File: src/rtl/serial_frame_pkg.sv
// serial_frame_pkg: state encoding, default sizes and counter sizing
// shared by the serial frame transmitter and its matching receiver.
package serial_frame_pkg;

  typedef enum logic [2:0] {
    SF_IDLE   = 3'd0,
    SF_START  = 3'd1,
    SF_DATA   = 3'd2,
    SF_PARITY = 3'd3,
    SF_GAP    = 3'd4
  } sf_state_e;

  localparam int SF_DATA_W  = 8;
  localparam int SF_GAP_CYC = 2;

  function automatic int sf_cnt_w(input int dw, input int gc);
    int m;
    m = ((dw > gc) ? dw : gc) - 1;
    return (m < 2) ? 1 : $clog2(m + 1);
  endfunction

endpackage

File: src/rtl/serial_frame_tx_counter.sv
// sf_down_counter: loadable down-counter with zero flag, shared by
// the data and gap phases of the frame transmitter.
module sf_down_counter #(
  parameter int W = 4
) (
  input  logic         clk,
  input  logic         reset,
  input  logic         load,
  input  logic [W-1:0] load_val,
  input  logic         dec,
  output logic [W-1:0] cnt,
  output logic         zero
);

  logic [W-1:0] cnt_q;
  logic [W-1:0] cnt_d;

  always_comb begin
    cnt_d = cnt_q;
    if (load) begin
      cnt_d = load_val;
    end else if (dec && (cnt_q != '0)) begin
      cnt_d = cnt_q - W'(1);
    end
  end

  always_ff @(posedge clk or posedge reset) begin
    if (reset) begin
      cnt_q <= '0;
    end else begin
      cnt_q <= cnt_d;
    end
  end

  assign cnt  = cnt_q;
  assign zero = (cnt_q == '0);

endmodule

File: src/rtl/serial_frame_tx.sv
// serial_frame_tx: start bit, LSB-first data, optional even parity
// (SERIAL_FRAME_TX_PARITY_EN), then a forced-low gap.
module serial_frame_tx
  import serial_frame_pkg::*;
#(
  parameter int DATA_W  = SF_DATA_W,
  parameter int GAP_CYC = SF_GAP_CYC
) (
  input  logic              clk,
  input  logic              reset,
  input  logic              din_valid,
  input  logic [DATA_W-1:0] din_data,
  output logic              din_ready,
  output logic              x,
  output logic              busy,
  output logic              frame_done
);

  localparam int CW = sf_cnt_w(DATA_W, GAP_CYC);
  localparam logic [CW-1:0] DLOAD = CW'(DATA_W - 1);
  localparam logic [CW-1:0] GLOAD = CW'(GAP_CYC - 1);

  sf_state_e         state_q, state_d;
  logic [DATA_W-1:0] sr_q, sr_d;
  logic              x_q, x_d;
  logic              busy_q, busy_d;
  logic              done_q, done_d;
  logic              cnt_load, cnt_dec, cnt_zero;
  logic [CW-1:0]     cnt_val, cnt;
  logic              accept, shift;

  assign din_ready = (state_q == SF_IDLE) && !reset;
  assign accept    = din_valid && din_ready;

  sf_down_counter #(.W(CW)) u_cnt (
    .clk      (clk),
    .reset    (reset),
    .load     (cnt_load),
    .load_val (cnt_val),
    .dec      (cnt_dec),
    .cnt      (cnt),
    .zero     (cnt_zero)
  );

`ifdef SERIAL_FRAME_TX_PARITY_EN
  logic par_q, par_d;

  always_comb begin
    par_d = par_q;
    if (accept) begin
      par_d = 1'b0;
    end else if (shift) begin
      par_d = par_q ^ sr_q[0];
    end
  end

  always_ff @(posedge clk or posedge reset) begin
    if (reset) begin
      par_q <= 1'b0;
    end else begin
      par_q <= par_d;
    end
  end
`endif

  always_comb begin
    state_d  = state_q;
    sr_d     = sr_q;
    x_d      = 1'b0;
    busy_d   = busy_q;
    done_d   = 1'b0;
    cnt_load = 1'b0;
    cnt_val  = DLOAD;
    cnt_dec  = 1'b0;
    shift    = 1'b0;
    case (state_q)
      SF_IDLE: begin
        busy_d = 1'b0;
        if (accept) begin
          sr_d     = din_data;
          cnt_load = 1'b1;
          state_d  = SF_START;
          x_d      = 1'b1;
          busy_d   = 1'b1;
        end
      end
      SF_START: begin
        x_d     = sr_q[0];
        sr_d    = sr_q >> 1;
        shift   = 1'b1;
        state_d = SF_DATA;
      end
      SF_DATA: begin
        if (cnt_zero) begin
`ifdef SERIAL_FRAME_TX_PARITY_EN
          state_d  = SF_PARITY;
          x_d      = par_q;
`else
          state_d  = SF_GAP;
          cnt_load = 1'b1;
          cnt_val  = GLOAD;
          done_d   = (GAP_CYC == 1);
`endif
        end else begin
          x_d     = sr_q[0];
          sr_d    = sr_q >> 1;
          shift   = 1'b1;
          cnt_dec = 1'b1;
        end
      end
`ifdef SERIAL_FRAME_TX_PARITY_EN
      SF_PARITY: begin
        state_d  = SF_GAP;
        cnt_load = 1'b1;
        cnt_val  = GLOAD;
        done_d   = (GAP_CYC == 1);
      end
`endif
      SF_GAP: begin
        if (cnt_zero) begin
          state_d = SF_IDLE;
          busy_d  = 1'b0;
        end else begin
          cnt_dec = 1'b1;
          done_d  = (cnt == CW'(1));
        end
      end
      default: begin
        state_d = SF_IDLE;
        busy_d  = 1'b0;
      end
    endcase
  end

  always_ff @(posedge clk or posedge reset) begin
    if (reset) begin
      state_q <= SF_IDLE;
      sr_q    <= '0;
      x_q     <= 1'b0;
      busy_q  <= 1'b0;
      done_q  <= 1'b0;
    end else begin
      state_q <= state_d;
      sr_q    <= sr_d;
      x_q     <= x_d;
      busy_q  <= busy_d;
      done_q  <= done_d;
    end
  end

  assign x          = x_q;
  assign busy       = busy_q;
  assign frame_done = done_q;

endmodule

File: config.mk
export PLATFORM = sky130hd
export DESIGN_NAME = serial_frame_tx
export DESIGN_NICKNAME = d
export VERILOG_FILES = /design/src/rtl/serial_frame_pkg.sv /design/src/rtl/serial_frame_tx_counter.sv /design/src/rtl/serial_frame_tx.sv
export SDC_FILE = /design/constraint.sdc
export NUM_CORES = 1
export LEC_CHECK = 0
export BUFFER_PORTS_ARGS = -buffer_cell sky130_fd_sc_hd__buf_2
export CELL_PAD_IN_SITES_DETAIL_PLACEMENT = 0
export CELL_PAD_IN_SITES_GLOBAL_PLACEMENT = 1
export CORE_UTILIZATION = 35
export CTS_BUF_LIST = sky130_fd_sc_hd__clkbuf_2 sky130_fd_sc_hd__clkbuf_4 sky130_fd_sc_hd__clkbuf_8
export CTS_CLUSTER_DIAMETER = 100
export CTS_CLUSTER_SIZE = 25
export DETAILED_ROUTE_END_ITERATION = 8
export HOLD_SLACK_MARGIN = 0.02
export PLACE_DENSITY_LB_ADDON = 0.15
export REMOVE_ABC_BUFFERS = 1
export SYNTH_ARGS = -nofsm -noshare
export SYNTH_HDL_FRONTEND = slang
export SYNTH_HIERARCHICAL = 1
export SYNTH_SLANG_ARGS = --single-unit
export TNS_END_PERCENT = 50
File: constraint.sdc
create_clock -name clk -period 1.9 [get_ports clk]
set_input_delay 0.285 -clock clk [delete_from_list [all_inputs] [get_ports clk]]
set_output_delay 0.285 -clock clk [all_outputs]
set_load 0.005 [all_outputs]
==> key figures <==
STA
  • Fmax: between 500 and 600 MHz
  • # setup viols final: 0
  • Worst slew margin: 0.655
  • Worst-Margin Slew: 0.518 ns
  • Final Hold Vio Count: 0
  • Final WS setup: around 0.025 ns
  • Final worst path period share: 0.987
  • Final min period: ~1.9 ns
  • WHS: roughly 0.27 ns
  • Final Max Slew Viols: 0
  • Unrepaired setup endpoints after global routing: yes
  • Clk_skew: 0.00281 ns

Pwr
  • Leakage power: 0.576 nW
  • Maximum vdd drop: roughly 0.00083 V
  • Switching Fraction: 0.344
  • Sequential share of power: 0.321
  • Switch Pwr: 698 uW
  • Power Density: ~1700 nW/um2
  • Comb pwr share: 0.585
  • Clock network fraction of total power: 0.094
  • Pint: ~1.3 mW

Synthesis
  • Cells after Synth: 80
  • Top post-synthesis cells by area: dfrtp_1 (46%), mux2_2 (16%), nor4b_1 (3.8%)
  • Commonest register cell after synthesis: dfrtp_1
  • Top cell type's share of synthesized area: 0.463
  • FF+latch count, synth: 17
  • Sequential cell area fraction in the yosys report: 0.463
  • Synth async-reset ratio: 1.00
  • Number of library cell types mapped by synthesis: 26
  • Number of flops mapped to enable cells by yosys: 0
  • Top-count cell post-synth: dfrtp_1
  • Synth Cell Area: a little over 900 um2
  • Avg Inst Size Synth: roughly 11 um2
  • Top post-synthesis cells by count: dfrtp_1 (17), mux2_2 (13), nand2_1 (8)
  • Post-synth top area cell: dfrtp_1
  • Synth Warn #: 6

Global routing
  • Met1 usage: 0.183
  • GRT Max-Usage Layer: met2
  • Grt total ovfl: 0
  • GRT Total Usage: 0.133
  • Initial antenna violation count: 0
  • Grt met3 use: 0.0431
  • Pin count of the biggest net entering global routing: 15
  • Met2 Usage GRT: 0.202
  • Vias in the first global route: ~570
  • First-pass GRT wire length: between 2000 and 3000 um

CTS
  • # H-tree levels: 1
  • Clock Tree Root: clkbuf_4
  • Number of buffers created by CTS: 3
  • Worst-path clk slew: ~0.10 ns
  • TritonCTS Sinks: 17
  • Clock Latency Late Sink: approximately 0.29 ns
  • Clk buf depth: 2
  • CTS tree: built

Layout
  • Post-layout nets: ~120
  • Layout cell share with drive strength beyond 1: 0.495
  • Fillers: 233
  • # diodes: 0
  • Syn-to-layout area delta: 30.3%
  • Multi-input gate area: roughly 500 um2
  • Design Area, Final: around 1200 um2
  • Final core utilization: 0.484
  • Reg area: 425 um2

Worst setup path
  • Req. time, crit path: roughly 2.1 ns
  • Startpoint types: flip-flop
  • CP Class: flip-flop to flip-flop
  • Crit path to: sr_q[5]
  • Element type at the critical path end: flip-flop
  • Critical path arrival: 2.06 ns
  • Worst Setup SP: u_cnt/cnt[1]
  • Reg2Reg Depth: 7
  • CP Max Fanout: 8
  • Reg2reg end: sr_q[5]
  • R2r setup slk: roughly 0.025 ns
  • RR Startpoint: u_cnt/cnt[1]

Placed design
  • Placement Cell Area: 1070 um2
  • Final GP Congestion: a little over 0.8
  • Setup Slack @ Placement: -0.0486 ns
  • Port bufs: 14
  • Final HPWL DP: around 1400 um

Floorplanning
  • Core area: approximately 2500 um2
  • Number of top-level pins: 15
  • Die Y: roughly 53 um
  • Initial Util: 0.371
  • Die footprint: between 2000 and 3000 um2
  • Die width: roughly 53 um
  • Row cnt: 18

Detailed routing
  • Drt pass-1 iters: 3
  • Total routed wirelength: 1760 um
  • Via/cell ratio: roughly 5.0
  • Via count: 687
  • DRT antenna net count: 0
  • DR WL/cell: about 13 um
  • DRC: 0
  • Drt first-iter violations: 3

Job
  • Max-cap violations: 0

Hold path
  • Hold Crit Class: input port to flip-flop
  • Hold path depth: 3

Status
  • Status: completed
-- layer usage --
metal / vias to the layer above / wire [um]
met5: - / 0
met4: 0 / 18
met3: 2 / 76
met2: 15 / 814
met1: 332 / 853
li1: 338 / -
-- how the worst min path moves through the flow --
stage | start | endpoint | slack [ns]
4_1_cts | din_data[7] | sr_q[7] | 0.25
2_1_floorplan | reset | u_cnt/cnt[0] | 0.04
6_report | din_data[7] | sr_q[7] | 0.27
5_1_grt | din_data[7] | sr_q[7] | 0.28
3_5_place_dp | reset | u_cnt/cnt[0] | 0.20
3_3_place_gp | reset | u_cnt/cnt[0] | 0.19
-- cells in the final DEF (no fill, tap or decap), types with 2 or more instances in the layout --
cell | Yosys | layout
inv_1 | 7 | 7
a221o_1 | 3 | 3
o21ai_0 | 3 | 3
mux2_4 | 0 | 4
nor4b_1 | 4 | 3
mux2_2 | 13 | 9
nand2b_1 | 2 | 2
nor2b_1 | 3 | 3
buf_2 | 2 | 14
nand2_1 | 8 | 7
dfrtp_1 | 17 | 17
clkbuf_4 | 0 | 3
buf_4 | 1 | 11
-- state kept, by name (all words and copies together) (netlist names) --
register    count
sr_q            8
state_q         3
u_cnt/cnt       3
busy            1
frame_done      1
x               1
-- power groups by stage --
stage / Combinational [mW] / Clock [mW] / Sequential [mW]
4_1_cts: 1.11 / 0.200 / 0.642
3_3_place_gp: 0.969 / 0 / 0.639
3_5_place_dp: 0.995 / 0 / 0.647
2_1_floorplan: 0.666 / 0 / 0.636
5_1_grt: 1.28 / 0.215 / 0.670
6_report: 1.18 / 0.191 / 0.650
-- area by class of cell --
class,instances,share of cell area
Sequential cell,17,0.355
Clock inverter,1,0.00418
Multi-Input combinational cell,52,0.416
Tap cell,30,0.0313
Timing Repair Buffer,27,0.152
Clock buffer,3,0.0188
Inverter,7,0.0219
-- what timing repair did --
action                                  in CTS  in global routing
setup buffers                                1                  1
gates cloned                                 0                  0
endpoints found under the setup margin       8                 12
resized for setup                            5                  6
hold endpoints to repair                     3                  0
pin swaps                                    3                  5
hold buffers                                 1                  0
-- worst max-delay path, cell delays in order (launching register included) --
cell	delay [ns]
dfrtp_1	0.37
inv_1	0.05
ha_2	0.19
ha_4	0.15
or3b_4	0.39
a21oi_4	0.15
buf_12	0.14
mux2_2	0.32
-- stage by stage --
step	total power, mW	instances	TNS [ns]
detailed placement	1.64	130	-0.240
floorplan	1.30	76	-0.234
CTS	1.95	136	-0.0853
global placement	1.61	130	-0.00179
global route	2.16	137	-0.178
finish	2.03	137	0
-- kinds of logic after synthesis --
group,share of synthesized area
AOI/OAI and AO/OA,0.0803
xor gates and xnor gates,0.0272
adders and majority gates,0.0272
buffers and inverters,0.0599
DFF,0.463
muxes,0.170
other,0.00408
and+or+nand+nor,0.169
Power figures use the tool's default switching activity.
